<file path="src/rtl/ex_stage_if.sv">
`default_nettype none
// ============================================================================
// Module   : ex_stage_if
// Purpose  : Bundles the ID->EX operand inputs, the EX->ID forwarding
//            outputs, the EX/MEM stage outputs and the stall request of the
//            execute stage into a single interface.
// Ports    : aluop_i/alusel_i/reg1_i/reg2_i/wd_i/wreg_i   ID -> EX
//            ex_wreg_o/ex_wd_o/ex_wdata_o                 EX -> ID forwarding
//            mem_wreg_o/mem_wd_o/mem_wdata_o/
//            mem_whilo_o/mem_hi_o/mem_lo_o                EX/MEM register
//            stallreq_o                                   EX -> pipeline ctrl
// Modports : slave  - the execute stage itself
//            master - the driver of the operands (ID stage / testbench)
// Revision : 1.0 - initial release
// ============================================================================
interface ex_stage_if;
  logic [7:0]  aluop_i;
  logic [2:0]  alusel_i;
  logic [31:0] reg1_i;
  logic [31:0] reg2_i;
  logic [4:0]  wd_i;
  logic        wreg_i;

  logic        ex_wreg_o;
  logic [4:0]  ex_wd_o;
  logic [31:0] ex_wdata_o;

  logic        mem_wreg_o;
  logic [4:0]  mem_wd_o;
  logic [31:0] mem_wdata_o;
  logic        mem_whilo_o;
  logic [31:0] mem_hi_o;
  logic [31:0] mem_lo_o;

  logic        stallreq_o;

  modport slave (
    input  aluop_i, alusel_i, reg1_i, reg2_i, wd_i, wreg_i,
    output ex_wreg_o, ex_wd_o, ex_wdata_o,
    output mem_wreg_o, mem_wd_o, mem_wdata_o, mem_whilo_o, mem_hi_o, mem_lo_o,
    output stallreq_o
  );

  modport master (
    output aluop_i, alusel_i, reg1_i, reg2_i, wd_i, wreg_i,
    input  ex_wreg_o, ex_wd_o, ex_wdata_o,
    input  mem_wreg_o, mem_wd_o, mem_wdata_o, mem_whilo_o, mem_hi_o, mem_lo_o,
    input  stallreq_o
  );
endinterface
`default_nettype wire

</file>
<file path="src/rtl/ex_stage.sv">
`default_nettype none
// ============================================================================
// Module   : ex_stage
// Purpose  : Execute stage. Computes logic and shift results combinationally
//            (forwarded back to ID), runs a 32-step restoring divider for
//            DIV/DIVU while stalling the front end, and registers the result
//            into the EX/MEM pipeline register.
// Ports    : clk  - sole clock, rising edge
//            rst  - synchronous, active-low reset
//            bus  - ex_stage_if.slave (operands, forwarding, EX/MEM, stall)
// Params   : DATA_W - datapath width (32 only)
// Revision : 1.0 - initial release
// ============================================================================
module ex_stage #(
  parameter int DATA_W = 32
) (
  input  logic        clk,
  input  logic        rst,
  ex_stage_if.slave   bus
);

  localparam logic [7:0] c_OP_AND  = 8'h24;
  localparam logic [7:0] c_OP_OR   = 8'h25;
  localparam logic [7:0] c_OP_XOR  = 8'h26;
  localparam logic [7:0] c_OP_NOR  = 8'h27;
  localparam logic [7:0] c_OP_SLL  = 8'h7C;
  localparam logic [7:0] c_OP_SRL  = 8'h02;
  localparam logic [7:0] c_OP_SRA  = 8'h03;
  localparam logic [7:0] c_OP_DIV  = 8'h1A;
  localparam logic [7:0] c_OP_DIVU = 8'h1B;

  localparam logic [2:0] c_SEL_LOGIC = 3'b001;
  localparam logic [2:0] c_SEL_SHIFT = 3'b010;

  localparam logic [4:0] c_LAST_STEP = 5'(DATA_W - 1);

  typedef enum logic [1:0] {
    S_IDLE = 2'd0,
    S_BUSY = 2'd1,
    S_DONE = 2'd2
  } state_t;

  state_t              r_state;
  state_t              w_next;
  logic [4:0]          r_cnt;
  logic [DATA_W-1:0]   r_dvd;     // dividend bits shift out, quotient bits shift in
  logic [DATA_W-1:0]   r_dvs;
  logic [DATA_W-1:0]   r_rem;
  logic                r_neg_q;
  logic                r_neg_r;

  logic [DATA_W-1:0]   w_logic;
  logic [DATA_W-1:0]   w_shift;
  logic [DATA_W-1:0]   w_result;
  logic                w_is_div;
  logic                w_signed;
  logic                w_stall;
  logic [DATA_W:0]     w_trial;
  logic                w_qbit;
  logic [DATA_W-1:0]   w_sub;
  logic [DATA_W-1:0]   w_quot;
  logic [DATA_W-1:0]   w_remf;

  // ---------------- combinational ALU ----------------
  always_comb begin
    w_logic = '0;
    case (bus.aluop_i)
      c_OP_AND: w_logic = bus.reg1_i & bus.reg2_i;
      c_OP_OR:  w_logic = bus.reg1_i | bus.reg2_i;
      c_OP_XOR: w_logic = bus.reg1_i ^ bus.reg2_i;
      c_OP_NOR: w_logic = ~(bus.reg1_i | bus.reg2_i);
      default:  w_logic = '0;
    endcase
  end

  always_comb begin
    w_shift = '0;
    case (bus.aluop_i)
      c_OP_SLL: w_shift = bus.reg2_i << bus.reg1_i[4:0];
      c_OP_SRL: w_shift = bus.reg2_i >> bus.reg1_i[4:0];
      c_OP_SRA: w_shift = DATA_W'($signed(bus.reg2_i) >>> bus.reg1_i[4:0]);
      default:  w_shift = '0;
    endcase
  end

  always_comb begin
    w_result = '0;
    case (bus.alusel_i)
      c_SEL_LOGIC: w_result = w_logic;
      c_SEL_SHIFT: w_result = w_shift;
      default:     w_result = '0;
    endcase
  end

  // Forwarding path is held at zero during reset.
  assign bus.ex_wreg_o  = rst ? bus.wreg_i : 1'b0;
  assign bus.ex_wd_o    = rst ? bus.wd_i   : 5'd0;
  assign bus.ex_wdata_o = rst ? w_result   : '0;

  // ---------------- divider FSM ----------------
  assign w_is_div = (bus.aluop_i == c_OP_DIV) || (bus.aluop_i == c_OP_DIVU);
  assign w_signed = (bus.aluop_i == c_OP_DIV);

  always_ff @(posedge clk) begin
    if (!rst) begin
      r_state <= S_IDLE;
    end else begin
      r_state <= w_next;
    end
  end

  always_comb begin
    w_next  = r_state;
    w_stall = 1'b0;
    case (r_state)
      S_IDLE: begin
        if (w_is_div) begin
          w_stall = 1'b1;
          w_next  = (bus.reg2_i == '0) ? S_DONE : S_BUSY;
        end
      end
      S_BUSY: begin
        w_stall = 1'b1;
        if (r_cnt == c_LAST_STEP) begin
          w_next = S_DONE;
        end
      end
      S_DONE:  w_next = S_IDLE;
      default: w_next = S_IDLE;
    endcase
  end

  assign bus.stallreq_o = rst & w_stall;

  // One restoring step: bring down the next dividend bit and subtract the
  // divisor if it fits. The trial value can reach 2*divisor, hence 33 bits;
  // the subtraction result always fits in DATA_W bits.
  assign w_trial = {r_rem, r_dvd[DATA_W-1]};
  assign w_qbit  = (w_trial >= {1'b0, r_dvs});
  assign w_sub   = w_trial[DATA_W-1:0] - r_dvs;

  always_ff @(posedge clk) begin
    if (!rst) begin
      r_cnt   <= 5'd0;
      r_dvd   <= '0;
      r_dvs   <= '0;
      r_rem   <= '0;
      r_neg_q <= 1'b0;
      r_neg_r <= 1'b0;
    end else begin
      case (r_state)
        S_IDLE: begin
          if (w_is_div) begin
            r_cnt <= 5'd0;
            r_rem <= '0;
            if (bus.reg2_i == '0) begin
              r_dvd   <= '0;
              r_dvs   <= '0;
              r_neg_q <= 1'b0;
              r_neg_r <= 1'b0;
            end else begin
              r_dvd   <= (w_signed && bus.reg1_i[DATA_W-1]) ? -bus.reg1_i : bus.reg1_i;
              r_dvs   <= (w_signed && bus.reg2_i[DATA_W-1]) ? -bus.reg2_i : bus.reg2_i;
              r_neg_q <= w_signed & (bus.reg1_i[DATA_W-1] ^ bus.reg2_i[DATA_W-1]);
              r_neg_r <= w_signed & bus.reg1_i[DATA_W-1];
            end
          end
        end
        S_BUSY: begin
          r_rem <= w_qbit ? w_sub : w_trial[DATA_W-1:0];
          r_dvd <= {r_dvd[DATA_W-2:0], w_qbit};
          r_cnt <= r_cnt + 5'd1;
        end
        default: ;
      endcase
    end
  end

  assign w_quot = r_neg_q ? -r_dvd : r_dvd;
  assign w_remf = r_neg_r ? -r_rem : r_rem;

  // ---------------- EX/MEM register ----------------
  always_ff @(posedge clk) begin
    if (!rst || w_stall) begin
      // reset and stall both insert a bubble
      bus.mem_wreg_o  <= 1'b0;
      bus.mem_wd_o    <= 5'd0;
      bus.mem_wdata_o <= '0;
      bus.mem_whilo_o <= 1'b0;
      bus.mem_hi_o    <= '0;
      bus.mem_lo_o    <= '0;
    end else begin
      bus.mem_wreg_o  <= bus.ex_wreg_o;
      bus.mem_wd_o    <= bus.ex_wd_o;
      bus.mem_wdata_o <= bus.ex_wdata_o;
      bus.mem_whilo_o <= (r_state == S_DONE);
      bus.mem_hi_o    <= (r_state == S_DONE) ? w_remf : '0;
      bus.mem_lo_o    <= (r_state == S_DONE) ? w_quot : '0;
    end
  end

endmodule
`default_nettype wire

</file>
<file path="src/flat_wrapper.sv">
// flat-port wrapper written by rule: the top's interface ports become plain ports
module ex_stage_flat 
#(
  parameter int DATA_W = 32
)
  (clk, rst, bus_aluop_i, bus_alusel_i, bus_reg1_i, bus_reg2_i, bus_wd_i, bus_wreg_i, bus_ex_wreg_o, bus_ex_wd_o, bus_ex_wdata_o, bus_mem_wreg_o, bus_mem_wd_o, bus_mem_wdata_o, bus_mem_whilo_o, bus_mem_hi_o, bus_mem_lo_o, bus_stallreq_o);
  ex_stage_if bus_i ();
  input  logic clk;
  input  logic rst;
  input wire logic [$bits(bus_i.aluop_i)-1:0] bus_aluop_i;
  input wire logic [$bits(bus_i.alusel_i)-1:0] bus_alusel_i;
  input wire logic [$bits(bus_i.reg1_i)-1:0] bus_reg1_i;
  input wire logic [$bits(bus_i.reg2_i)-1:0] bus_reg2_i;
  input wire logic [$bits(bus_i.wd_i)-1:0] bus_wd_i;
  input wire logic [$bits(bus_i.wreg_i)-1:0] bus_wreg_i;
  output wire logic [$bits(bus_i.ex_wreg_o)-1:0] bus_ex_wreg_o;
  output wire logic [$bits(bus_i.ex_wd_o)-1:0] bus_ex_wd_o;
  output wire logic [$bits(bus_i.ex_wdata_o)-1:0] bus_ex_wdata_o;
  output wire logic [$bits(bus_i.mem_wreg_o)-1:0] bus_mem_wreg_o;
  output wire logic [$bits(bus_i.mem_wd_o)-1:0] bus_mem_wd_o;
  output wire logic [$bits(bus_i.mem_wdata_o)-1:0] bus_mem_wdata_o;
  output wire logic [$bits(bus_i.mem_whilo_o)-1:0] bus_mem_whilo_o;
  output wire logic [$bits(bus_i.mem_hi_o)-1:0] bus_mem_hi_o;
  output wire logic [$bits(bus_i.mem_lo_o)-1:0] bus_mem_lo_o;
  output wire logic [$bits(bus_i.stallreq_o)-1:0] bus_stallreq_o;
  assign bus_i.aluop_i = bus_aluop_i;
  assign bus_i.alusel_i = bus_alusel_i;
  assign bus_i.reg1_i = bus_reg1_i;
  assign bus_i.reg2_i = bus_reg2_i;
  assign bus_i.wd_i = bus_wd_i;
  assign bus_i.wreg_i = bus_wreg_i;
  assign bus_ex_wreg_o = bus_i.ex_wreg_o;
  assign bus_ex_wd_o = bus_i.ex_wd_o;
  assign bus_ex_wdata_o = bus_i.ex_wdata_o;
  assign bus_mem_wreg_o = bus_i.mem_wreg_o;
  assign bus_mem_wd_o = bus_i.mem_wd_o;
  assign bus_mem_wdata_o = bus_i.mem_wdata_o;
  assign bus_mem_whilo_o = bus_i.mem_whilo_o;
  assign bus_mem_hi_o = bus_i.mem_hi_o;
  assign bus_mem_lo_o = bus_i.mem_lo_o;
  assign bus_stallreq_o = bus_i.stallreq_o;
  ex_stage #(.DATA_W(DATA_W)) u_core (.clk(clk), .rst(rst), .bus(bus_i));
endmodule
</file>
<file path="config.mk">
export PLATFORM = sky130hd
export DESIGN_NAME = ex_stage_flat
export DESIGN_NICKNAME = d
export VERILOG_FILES = /design/src/rtl/ex_stage_if.sv /design/src/rtl/ex_stage.sv /design/src/flat_wrapper.sv
export SDC_FILE = /design/constraint.sdc
export NUM_CORES = 1
export LEC_CHECK = 0
export CAP_MARGIN = 15
export CORE_MARGIN = 5
export CORE_UTILIZATION = 30
export CTS_BUF_LIST = sky130_fd_sc_hd__clkbuf_4 sky130_fd_sc_hd__clkbuf_8 sky130_fd_sc_hd__clkbuf_16
export CTS_CLUSTER_DIAMETER = 80
export DETAILED_ROUTE_END_ITERATION = 6
export PLACE_DENSITY = 0.49
export SETUP_SLACK_MARGIN = 0.5
export SYNTH_ARGS = -nofsm -noshare
export SYNTH_HDL_FRONTEND = slang
export SYNTH_SLANG_ARGS = --single-unit
</file>
<file path="constraint.sdc">
create_clock -name clk -period 4.35 [get_ports clk]
set_input_delay 0.87 -clock clk [delete_from_list [all_inputs] [get_ports clk]]
set_output_delay 0.87 -clock clk [all_outputs]
set_load 0.01 [all_outputs]
</file>
==> results of run 1 <==
## sequential cells by signal, summed over array words and instances, names as in the netlist
signal	cells
u_core.bus.mem_hi_o	32
u_core.bus.mem_lo_o	32
u_core.bus.mem_wd_o	5
u_core.bus.mem_wdata_o	32
u_core.bus.mem_whilo_o	1
u_core.bus.mem_wreg_o	1
u_core.r_cnt	5
u_core.r_dvd	32
u_core.r_dvs	32
u_core.r_neg_q	1
u_core.r_neg_r	1
u_core.r_rem	32
u_core.r_state	2
## power by group through the flow
stage	Combinational (W)	Clock (W)	Sequential, W
detailed placement	0.00141	0	0.00196
floorplan	0.000651	0	0.00196
CTS	0.00165	0.00225	0.00192
finish	0.00171	0.00216	0.00192
global route	0.00179	0.00232	0.00192
global placement	0.00142	0	0.00196
## metrics by stage
stage	setup TNS [ns]	hold slack, ns	cells	utilization, %	total power [W]
floorplan	0	0.424	2244	-	0.00261
global placement	-18.81	0.447	3438	40.3	0.00338
global route	0	0.479	3578	45.7	0.00603
CTS	0	0.461	3566	45.3	0.00582
finish	0	0.464	3579	45.7	0.00579
detailed placement	-18.29	0.453	3438	40.3	0.00337
## timing repair
item,4_1_cts,5_1_grt
setup buffers,75,9
resized for setup,576,53
gates cloned,5,0
setup endpoints to repair,33,33
pin swaps,89,36
hold endpoints to repair,0,0
## cell families after synthesis
group	Yosys count
simple gates	745
compound gates	613
buf+inv	304
flops	208
xor+xnor	139
mux	131
fa+ha+maj	104
## metal layers
metal  wire length, um  vias up
met4              5330        0
met3              4800      175
li1                  -     9062
met1             36300     9284
met2             39200      736
met5                 0        -
## cells in the final DEF (no fill, tap or decap), drive strengths merged, types with 7 or more instances in the layout
| cell | Yosys | layout |
|---|---|---|
| dfxtp | 208 | 208 |
| inv | 129 | 130 |
| a21oi | 158 | 158 |
| and3 | 35 | 35 |
| clkbuf | 145 | 41 |
| o21a | 10 | 10 |
| mux2i | 67 | 67 |
| a21boi | 9 | 9 |
| a211oi | 21 | 21 |
| nor3 | 26 | 26 |
| buf | 28 | 527 |
| xnor2 | 75 | 75 |
| nand3 | 37 | 37 |
| a32oi | 9 | 9 |
| or3 | 30 | 30 |
| mux4 | 58 | 58 |
| or4 | 11 | 11 |
| o21ai | 222 | 222 |
| o22ai | 15 | 15 |
| nor2b | 31 | 31 |
| ha | 103 | 103 |
| a21o | 12 | 12 |
| nor4 | 20 | 20 |
| a31oi | 14 | 14 |
| a22oi | 15 | 15 |
| nand2 | 210 | 210 |
| xor2 | 64 | 64 |
| o41ai | 16 | 16 |
| o211ai | 7 | 7 |
| o31ai | 33 | 33 |
| and2 | 72 | 72 |
| nand4 | 12 | 12 |
| dlygate4sd2 | 0 | 7 |
| o211a | 28 | 28 |
| clkdlybuf4s50 | 0 | 144 |
| nor2 | 233 | 233 |
| nand2b | 9 | 9 |
| clkdlybuf4s15 | 0 | 17 |
## final timing paths
path | slack [ns] | cells after the start | endpoint
max | 0.19 | 13 | bus_ex_wdata_o[14]
min | 0.46 | 1 | u_core.r_cnt[3]
max reg2reg | 0.76 | 14 | u_core.r_rem[28]
min reg2reg | 0.46 | 1 | u_core.r_cnt[3]
## critical path, delay by kind of cell
kind	cells	cell delay (ns)
AO/OA/AOI/OAI	3	0.52
buffers and inverters	5	0.58
multiplexers	3	1.05
AND/OR/NAND/NOR	2	0.26
## area by class of cell
type | count | area [sq um]
clock inverter | 9 | 66.3
timing repair buffer | 701 | 6290
multi-input combinational | 1732 | 13100
fill | 5643 | 30700
antenna | 3 | 7.51
clock buffer | 39 | 810
sequential | 208 | 4160
inverter | 131 | 509
tap | 756 | 946
==> metrics.log, run 1 <==
INFO  metric run_status = completed
INFO  metric ctsHoldBuffers = 0
INFO  metric power.internal = 0.00398 W
INFO  metric timing_max_transition_violations_final = 0
INFO  metric gp_congestion = 1.06
INFO  metric max_cap_viol_count = 0
INFO  metric grt-busiest-layer = met2
INFO  metric syn-instance-count = roughly 2200
INFO  metric synth-xor-area-share = 7.07%
INFO  metric floorplan_core_area = 0.0566 sq mm
INFO  metric synth-seq-cells = 208
INFO  metric post_syn_nets = approximately 2400
INFO  metric chipWidth = about 250 um
INFO  metric critPathLaunchType = input port
INFO  metric setup_violating_endpoint_count_in_the_final_report = 0
INFO  metric synth.cell_area = 0.0172 sq mm
INFO  metric timing.final.crit_period = between 4 and 5 ns
INFO  metric grt_pass1_vias = 18900
INFO  metric hp-class = reg2reg
INFO  metric route.vias.total = around 19000
INFO  metric groute.layer.met2.usage = 42.8%
INFO  metric top_level_ports = ~230
INFO  metric timing.setup.critical_path_class = in2out
INFO  metric critical_path.max_fanout = 8
INFO  metric synth.cells.most_frequent = nor2_1, o21ai_0, nand2_1
INFO  metric synthFlopType = dfxtp_1
INFO  metric root_buffer = clkbuf_16
INFO  metric critPathCaptureType = primary output
INFO  metric dp_worst_setup_slack = -0.939 ns
INFO  metric power.net_switching = 0.00181 W
INFO  metric synth-async-reset-ratio = 0%
INFO  metric rsz0062_at_grt = true
INFO  metric htree_levels = 1
INFO  metric synth-compound-area-share = 22.0%
INFO  metric syn2layout_area_growth = 50.3%
INFO  metric ant_nets = 0
INFO  metric grt_util_overall = 26.2%
INFO  metric dpl-instance-area = roughly 0.023 sq mm
INFO  metric arrival = 3.29 ns
INFO  metric worst_pin_slew = ~1.1 ns
INFO  metric worst_setup_path_startpoint = bus_reg1_i[0]
INFO  metric clk_transition_reported_paths = 0.05 ns
INFO  metric drc = 0
INFO  metric yosysMostFrequentCell = nor2_1
INFO  metric synth_top_family_by_area = compound AO/OA/AOI/OAI gates
INFO  metric synth.area.mux_share = 11.9%
INFO  metric drt-wirelength-per-cell = 23.9 um
INFO  metric post-synth-top-area-fraction = 24.2%
INFO  metric syn-mean-instance-area = 7.68 sq um
INFO  metric overflow = 0
INFO  metric global_route.usage.met1 = 34.1%
INFO  metric power.density_cell_area = 224 mW/mm^2
INFO  metric power_leakage = 11.1 nW
INFO  metric place.detailed.hpwl = 68200 um
INFO  metric crit_required = 3.48 ns
INFO  metric via_to_cell_ratio = 5.38
INFO  metric drt_pre_antenna_iters = 5
INFO  metric combinationalPowerShare = between 20 and 30%
INFO  metric crit-reg2reg-launch = u_core.r_dvd[31]
INFO  metric path_common_cell = buf_12
INFO  metric post_synth_fa_ha_maj_area_fraction = 7.60%
INFO  metric worstSkewPairLatency = around 0.56 ns
INFO  metric numCtsBuffers = 27
INFO  metric initial_core_util = 30.4%
INFO  metric fp.dieArea = 0.0623 sq mm
INFO  metric maxSlewHeadroom = 27.0%
INFO  metric synth_enable_flop_cells = 0
INFO  metric largest_net_degree_at_the_start_of_global_routing = 66
INFO  metric fmax = 241 MHz
INFO  metric dieHeight = 250 um
INFO  metric slowest_delay = ~0.52 ns
INFO  metric critical_path_cell_by_cell = buf_12 > buf_12 > buf_16 > mux2_4 > mux2i_4 > inv_1 > mux4_2 > a22oi_2 > nor2_1 > a21oi_2 > o22ai_2 > and2_1 > buf_2
INFO  metric postRouteWirelength = about 86000 um
INFO  metric switching_share = 31.2%
INFO  metric ys.warnings.count = 0
INFO  metric power.sequential.fraction = 33.2%
INFO  metric cts_max_path_buffers = 3
INFO  metric antenna_found_initial = 2
INFO  metric gr-usage-met3 = between 3 and 4%
INFO  metric tritoncts = done
INFO  metric final_hold_viol_count = 0
INFO  metric synth.distinct_cells = 75
INFO  metric cts.sinks = approximately 210
INFO  metric finalClockSkew = 0.0231 ns
INFO  metric post_synth_and_or_nand_nor_area_fraction = roughly a fifth
INFO  metric floorplan_row_count = 87
INFO  metric fraction_of_layout_instances_using_a_drive_strength_above_1 = a little under a third
INFO  metric grt_pass1_wl = 126000 um
INFO  metric layout_setup_ws = roughly 0.19 ns
INFO  metric critical-path-slowest-cell = mux4_2
INFO  metric period_utilization = a little over nine tenths
INFO  metric final_area = 0.0259 sq mm
INFO  metric design.final.nets = 2988
INFO  metric drt_iter0_drc = about 1600
INFO  metric synth_area_leader_cell = dfxtp_1
INFO  metric seq_area_frac_synth = 24.2%
INFO  metric synth.area.top_cells = dfxtp_1, mux4_2, ha_1, o21ai_0, nor2_1
INFO  metric vdd.ir_drop.worst = 0.000303 V
INFO  metric min-delay-start = u_core.r_cnt[3]
INFO  metric power_frac_clock = between 30% and 40%
INFO  metric port-buffer-count = 224
Note: power is estimated with default switching activity, not from simulation.
==> run 2, diff against run 1 <==
--- a/config.mk
+++ b/config.mk
@@ -6,6 +6,7 @@
 export NUM_CORES = 1
 export LEC_CHECK = 0
 export CAP_MARGIN = 15
+export CORE_ASPECT_RATIO = 1.75
 export CORE_MARGIN = 5
 export CORE_UTILIZATION = 30
 export CTS_BUF_LIST = sky130_fd_sc_hd__clkbuf_4 sky130_fd_sc_hd__clkbuf_8 sky130_fd_sc_hd__clkbuf_16
==> run 2 against run 1 <==
Net effect: clock power grew 2%; via count grew 1.9%; worst hold slack gained 0.0014 ns; critical endpoint is now bus_ex_wdata_o[0].
==> metrics.log, run 2 (synthesis gave the netlist of run 1 again) <==
INFO  metric timing.setup.critical_path_class = in2out (unchanged)
INFO  metric layout_setup_ws = 0.140 ns (was 0.195 ns)
INFO  metric timing.final.crit_period = 4.21 ns (was 4.16 ns)
INFO  metric path_common_cell = buf_4 (was buf_12)
INFO  metric slowest_delay = 0.41 ns (was 0.52 ns)
INFO  metric worstSkewPairLatency = 0.58 ns (was 0.56 ns)
INFO  metric rsz0062_at_grt = true (unchanged)
INFO  metric hp-class = reg2reg (unchanged)
INFO  metric power_leakage = 11.6 nW (was 11.1 nW)
INFO  metric final_hold_viol_count = 0 (unchanged)
INFO  metric fp.dieArea = 0.0625 sq mm (was 0.0623 sq mm)
INFO  metric numCtsBuffers = 24 (was 27)
INFO  metric drt-wirelength-per-cell = 26.1 um (was 23.9 um)
INFO  metric period_utilization = 96.8% (was 95.5%)
INFO  metric floorplan_row_count = 116 (was 87)
INFO  metric largest_net_degree_at_the_start_of_global_routing = 63 (was 66)
INFO  metric dieHeight = 327 um (was 250 um)
INFO  metric drt_iter0_drc = 1230 (was 1639)
INFO  metric ant_nets = 0 (unchanged)
INFO  metric fillers = 5669 (was 5643)
INFO  metric arrival = 3.34 ns (was 3.29 ns)
INFO  metric antenna_found_initial = 3 (was 2)
INFO  metric syn2layout_area_growth = 54.4% (was 50.3%)
INFO  metric critical-path-slowest-cell = a21oi_1 (was mux4_2)
INFO  metric grt_pass1_wl = 135000 um (was 126000 um)
INFO  metric dpl.cell_count = 3487 (was 3438)
INFO  metric maxSlewHeadroom = 26.7% (was 27.0%)
INFO  metric grt_pass1_vias = 19400 (was 18900)
INFO  metric vdd.ir_drop.worst = 0.000313 V (was 0.000303 V)
INFO  metric port-buffer-count = 224 (unchanged)
INFO  metric crit_required = 3.48 ns (about the same)
INFO  metric setup_violating_endpoint_count_in_the_final_report = 0 (unchanged)
INFO  metric critPathLaunchType = input port (unchanged)
INFO  metric drt_pre_antenna_iters = 5 (unchanged)
INFO  metric overflow = 0 (unchanged)
INFO  metric area_of_the_multi_input_gates = 0.0131 sq mm (about the same)
INFO  metric timing_max_transition_violations_final = 0 (unchanged)
INFO  metric tritoncts = done (unchanged)
INFO  metric critPathCaptureType = primary output (unchanged)
INFO  metric place.detailed.hpwl = 77500 um (was 68200 um)
INFO  metric postRouteWirelength = 95500 um (was 85700 um)
INFO  metric route.vias.total = 19600 (was 19300)
INFO  metric power.density_cell_area = 222 mW/mm^2 (was 224 mW/mm^2)
INFO  metric layout_commonest_cell = buf_4 (unchanged)
INFO  metric chipWidth = 191 um (was 250 um)
INFO  metric root_buffer = clkbuf_16 (unchanged)
INFO  metric max_cap_viol_count = 0 (unchanged)
INFO  metric initial_core_util = 30.2% (was 30.4%)
INFO  metric worst_pin_slew = 1.10 ns (was 1.09 ns)
INFO  metric floorplan_core_area = 0.0570 sq mm (was 0.0566 sq mm)
INFO  metric cts_max_path_buffers = 3 (unchanged)
INFO  metric seq_area = 0.00416 sq mm (unchanged)
INFO  metric critical_path_cell_by_cell = buf_16 > buf_12 > clkinvlp_4 > buf_6 > buf_4 > buf_4 > ha_1 > mux2i_1 > a21oi_1 > a21oi_1 > o21ai_1 > buf_4 > and2_1 > clkbuf_2 (was buf_12 > buf_12 > buf_16 > mux2_4 > mux2i_4 > inv_1 > mux4_2 > a22oi_2 > nor2_1 > a21oi_2 > o22ai_2 > and2_1 > buf_2)
INFO  metric gp_congestion = 1.00 (was 1.06)
INFO  metric drc = 0 (unchanged)
INFO  metric crit_family = buffers and inverters (was multiplexers)
INFO  metric fmax = 238 MHz (was 241 MHz)
INFO  metric fraction_of_layout_instances_using_a_drive_strength_above_1 = 32.4% (was 30.4%)
INFO  metric hold_slack = 0.465 ns (was 0.464 ns)
INFO  metric cts.sinks = 208 (unchanged)
INFO  metric ctsHoldBuffers = 0 (unchanged)
INFO  metric top_level_ports = 225 (unchanged)
INFO  metric final_cell_mix = buf_4, dfxtp_1, nand2_1, nor2_1, o21ai_0 (was buf_4, nor2_1, dfxtp_1, nand2_1, o21ai_0)
INFO  metric critical_path.max_fanout = 6 (was 8)
INFO  metric via_to_cell_ratio = 5.36 (was 5.38)
INFO  metric clk_transition_reported_paths = 0.06 ns (was 0.05 ns)
INFO  metric run_status = completed (unchanged)
INFO  metric dp_worst_setup_slack = -1.01 ns (was -0.939 ns)
INFO  metric worstPathBufferInverterCount = 8 (was 5)
INFO  metric fin_cells = 3661 (was 3579)
INFO  metric grt_util_overall = 29.5% (was 26.2%)
INFO  metric finalClockSkew = 0.0280 ns (was 0.0231 ns)
INFO  metric design.final.nets = 3060 (was 2988)
INFO  metric htree_levels = 1 (unchanged)
[run 2: cell types whose count changed in the layout (fill, tap and decap cells not counted), moves of 7 or more]
| cell | delta |
|---|---|
| nor2_2 | +12 |
| buf_4 | +61 |
| nand2_2 | -7 |
| buf_12 | +20 |
| nand2_1 | +8 |
| nor2_4 | -7 |
[run 2: layer usage]
layer,global-route usage (%),vias to the layer above,part of all wire [%]
li1,-,9209,-
met1,29.0,9489,34
met2,55.2,686,52
met5,0,-,0
met4,24.1,0,11
met3,2.73,233,3.5
[run 2: cell type report]
type | instances | share of cell area [%]
Clock inverter | 13 | 0.635
Inverter | 131 | 1.91
Multi-Input combinational cell | 1732 | 49.4
Antenna cell | 3 | 0.0282
Sequential cell | 208 | 15.6
Tap cell | 767 | 3.61
Clock buffer | 31 | 2.57
Timing Repair Buffer | 776 | 26.2
[run 2: final timing paths]
| path | start | end | slack (ns) | cells after the start |
|---|---|---|---|---|
| max | bus_reg1_i[0] | bus_ex_wdata_o[0] | 0.14 | 14 |
| min | u_core.r_dvs[1] | u_core.r_dvs[1] | 0.47 | 2 |
| max reg2reg | u_core.r_dvd[31] | u_core.r_rem[28] | 0.76 | 14 |
| min reg2reg | u_core.r_dvs[1] | u_core.r_dvs[1] | 0.47 | 2 |
[run 2: through the flow]
stage                     TNS, ns  cell area, sq um  util [%]  total power, W
after floorplan                 0             17300         -         0.00261
after global placement     -21.05             23300      40.8         0.00345
after detailed placement   -19.91             23300      40.8         0.00344
after CTS                       0             26000      45.6         0.00590
after global routing            0             26600      46.6         0.00614
final                           0             26600      46.6         0.00592
[run 2: worst min-delay path, cell delays in order, from the launching register on]
cell and delay, ns:
dfxtp_1 0.31, nand2_1 0.05, a21boi_0 0.06
[run 2: power by group]
| part | switching [W] | internal (W) |
|---|---|---|
| registers | 0.00000566 | 0.00191 |
| clock network | 0.000905 | 0.00130 |
| logic | 0.000976 | 0.000819 |
[run 2: what timing repair did]
action                                  4_1_cts  5_1_grt
cloned                                        3        0
endpoints found under the setup margin       33       33
hold endpoints to repair                      0        0
setup buffers                                92       32
pin swaps                                    90       58
resized for setup                           544       99
==> run 3, diff against run 2 <==
--- a/config.mk
+++ b/config.mk
@@ -7,7 +7,7 @@
 export LEC_CHECK = 0
 export CAP_MARGIN = 15
 export CORE_ASPECT_RATIO = 1.75
-export CORE_MARGIN = 5
+export CORE_MARGIN = 2
 export CORE_UTILIZATION = 30
 export CTS_BUF_LIST = sky130_fd_sc_hd__clkbuf_4 sky130_fd_sc_hd__clkbuf_8 sky130_fd_sc_hd__clkbuf_16
 export CTS_CLUSTER_DIAMETER = 80
==> run 3 against run 2 <==
Net effect: first-iteration DRC count is 14% higher; combinational power hardly changed; worst setup slack better by 0.00084 ns; core utilization is 0.60 points lower; global-route usage is 1.5 points higher; critical endpoint is now bus_ex_wdata_o[14]; largest cell class unchanged.
==> metrics.log, run 3 (synthesis gave the netlist of run 1 again) <==
INFO  metric cts_max_path_buffers = 3 (unchanged)
INFO  metric gp_congestion = 1.04 (was 1.00)
INFO  metric design.final.nets = 3048 (was 3060)
INFO  metric floorplan_core_area = 0.0570 sq mm (unchanged)
INFO  metric postRouteWirelength = 92800 um (was 95500 um)
INFO  metric worst_pin_slew = 1.05 ns (was 1.10 ns)
INFO  metric largest_net_degree_at_the_start_of_global_routing = 65 (was 63)
INFO  metric grt_pass1_vias = 19500 (was 19400)
INFO  metric power_leakage = 11.5 nW (was 11.6 nW)
INFO  metric total_power = 0.00588 W (was 0.00592 W)
INFO  metric vdd.ir_drop.worst = 0.000313 V (about the same)
INFO  metric ctsHoldBuffers = 0 (unchanged)
INFO  metric top_level_ports = 225 (unchanged)
INFO  metric critical_path.max_fanout = 3 (was 6)
INFO  metric final_cell_mix = buf_4, nor2_1, dfxtp_1, nand2_1, o21ai_0 (was buf_4, dfxtp_1, nand2_1, nor2_1, o21ai_0)
INFO  metric antenna_cells_inserted = 0 (was 3)
INFO  metric chipWidth = 185 um (was 191 um)
INFO  metric numCtsBuffers = 23 (was 24)
INFO  metric fillers = 5727 (was 5669)
INFO  metric cts.sinks = 208 (unchanged)
INFO  metric timing.final.crit_period = 4.21 ns (about the same)
INFO  metric grt_pass1_wl = 133000 um (was 135000 um)
INFO  metric syn2layout_area_growth = 52.5% (was 54.4%)
INFO  metric drt-wirelength-per-cell = 25.5 um (was 26.1 um)
INFO  metric clk_transition_reported_paths = 0.06 ns (about the same)
INFO  metric grt_util_overall = 31.0% (was 29.5%)
INFO  metric rsz0062_at_grt = true (unchanged)
INFO  metric fraction_of_layout_instances_using_a_drive_strength_above_1 = 31.3% (was 32.4%)
INFO  metric power.density_cell_area = 224 mW/mm^2 (was 222 mW/mm^2)
INFO  metric antenna_found_initial = 0 (was 3)
INFO  metric max_cap_viol_count = 0 (unchanged)
INFO  metric critPathLaunchType = input port (unchanged)
INFO  metric port-buffer-count = 224 (unchanged)
INFO  metric timing_max_transition_violations_final = 0 (unchanged)
INFO  metric fmax = 238 MHz (about the same)
INFO  metric hp-class = reg2reg (unchanged)
INFO  metric tritoncts = done (unchanged)
INFO  metric crit_required = 3.48 ns (about the same)
INFO  metric overflow = 0 (unchanged)
INFO  metric initial_core_util = 30.2% (unchanged)
INFO  metric place.detailed.hpwl = 73600 um (was 77500 um)
INFO  metric fin_cells = 3644 (was 3661)
INFO  metric period_utilization = 96.8% (about the same)
INFO  metric via_to_cell_ratio = 5.36 (about the same)
INFO  metric final_hold_viol_count = 0 (unchanged)
INFO  metric root_buffer = clkbuf_16 (unchanged)
INFO  metric maxSlewHeadroom = 30.1% (was 26.7%)
INFO  metric drt_pre_antenna_iters = 5 (unchanged)
INFO  metric drt_iter0_drc = 1406 (was 1230)
INFO  metric htree_levels = 1 (unchanged)
INFO  metric floorplan_row_count = 116 (unchanged)
INFO  metric worstSkewPairLatency = 0.57 ns (was 0.58 ns)
INFO  metric fp.dieArea = 0.0594 sq mm (was 0.0625 sq mm)
INFO  metric timing.setup.critical_path_class = in2out (unchanged)
INFO  metric critPathCaptureType = primary output (unchanged)
INFO  metric hold_slack = 0.463 ns (was 0.465 ns)
INFO  metric drc = 0 (unchanged)
INFO  metric arrival = 3.34 ns (about the same)
INFO  metric dp_worst_setup_slack = -1.04 ns (was -1.01 ns)
INFO  metric ant_nets = 0 (unchanged)
INFO  metric route.vias.total = 19500 (was 19600)
INFO  metric run_status = completed (unchanged)
INFO  metric layout_commonest_cell = buf_4 (unchanged)
INFO  metric dpl.cell_count = 3486 (was 3487)
INFO  metric dieHeight = 321 um (was 327 um)
INFO  metric setup_violating_endpoint_count_in_the_final_report = 0 (unchanged)
INFO  metric finalClockSkew = 0.0416 ns (was 0.0280 ns)
INFO  metric layout_setup_ws = 0.140 ns (about the same)
[run 3: cell types whose count changed in the layout (fill, tap and decap cells not counted), moves of 7 or more]
cell	before	now
a21oi_2	25	32
buf_6	80	62
mux2i_1	44	54
mux2i_4	17	7
nor2_1	204	214
nor2_2	20	11
[run 3: critical path: stages]
cell and delay, ns:
clkdlybuf4s15_2 0.20, buf_12 0.13, mux4_2 0.56, buf_6 0.17, mux4_2 0.47, a22oi_2 0.21, nor2_2 0.06, a21oi_2 0.19
o22ai_2 0.13, and2_1 0.19, buf_2 0.14
[run 3: metrics by stage]
step	instance area [sq um]	TNS, ns	utilization (%)
2_1_floorplan	17300	0	-
3_3_place_gp	23300	-16.77	40.8
3_5_place_dp	23300	-15.94	40.8
4_1_cts	25800	0	45.3
5_1_grt	26300	0	46.0
6_report	26300	0	46.0
[run 3: timing repair]
action | CTS | global route
setup buffers | 92 | 18
resized for setup | 487 | 89
setup endpoints to repair | 33 | 32
gates cloned | 7 | 0
pin swaps | 86 | 63
[run 3: metal layers]
metal  track usage, %  share of wire, %  vias up
li1                 -                 -     9180
met1             30.4                34     9327
met2             56.0                51      719
met3             3.68               4.4      293
met4             28.6                11        0
met5                0                 0        -
[run 3: worst paths after layout]
| path | end | startpoint | cells past startpoint | slack, ns |
|---|---|---|---|---|
| max | bus_ex_wdata_o[14] | bus_reg2_i[9] | 11 | 0.14 |
| min | u_core.r_cnt[3] | u_core.r_cnt[3] | 1 | 0.46 |
| max reg2reg | u_core.r_rem[28] | u_core.r_dvd[31] | 14 | 0.88 |
| min reg2reg | u_core.r_cnt[3] | u_core.r_cnt[3] | 1 | 0.46 |
[run 3: cell type report]
class	instances	area [sq um]	share of cell area, %
multi-input combinational	1732	12900	49.3
timing repair buffer	765	6850	26.1
sequential	208	4160	15.9
tap	767	960	3.65
clock buffer	33	688	2.62
inverter	131	495	1.89
clock inverter	8	159	0.605
[run 3: where the power goes]
| part | switching, W | internal [W] | leakage (nW) |
|---|---|---|---|
| clock | 0.000859 | 0.00134 | 0.421 |
| combinational | 0.000958 | 0.000804 | 9.37 |
| sequential | 0.00000582 | 0.00191 | 1.68 |
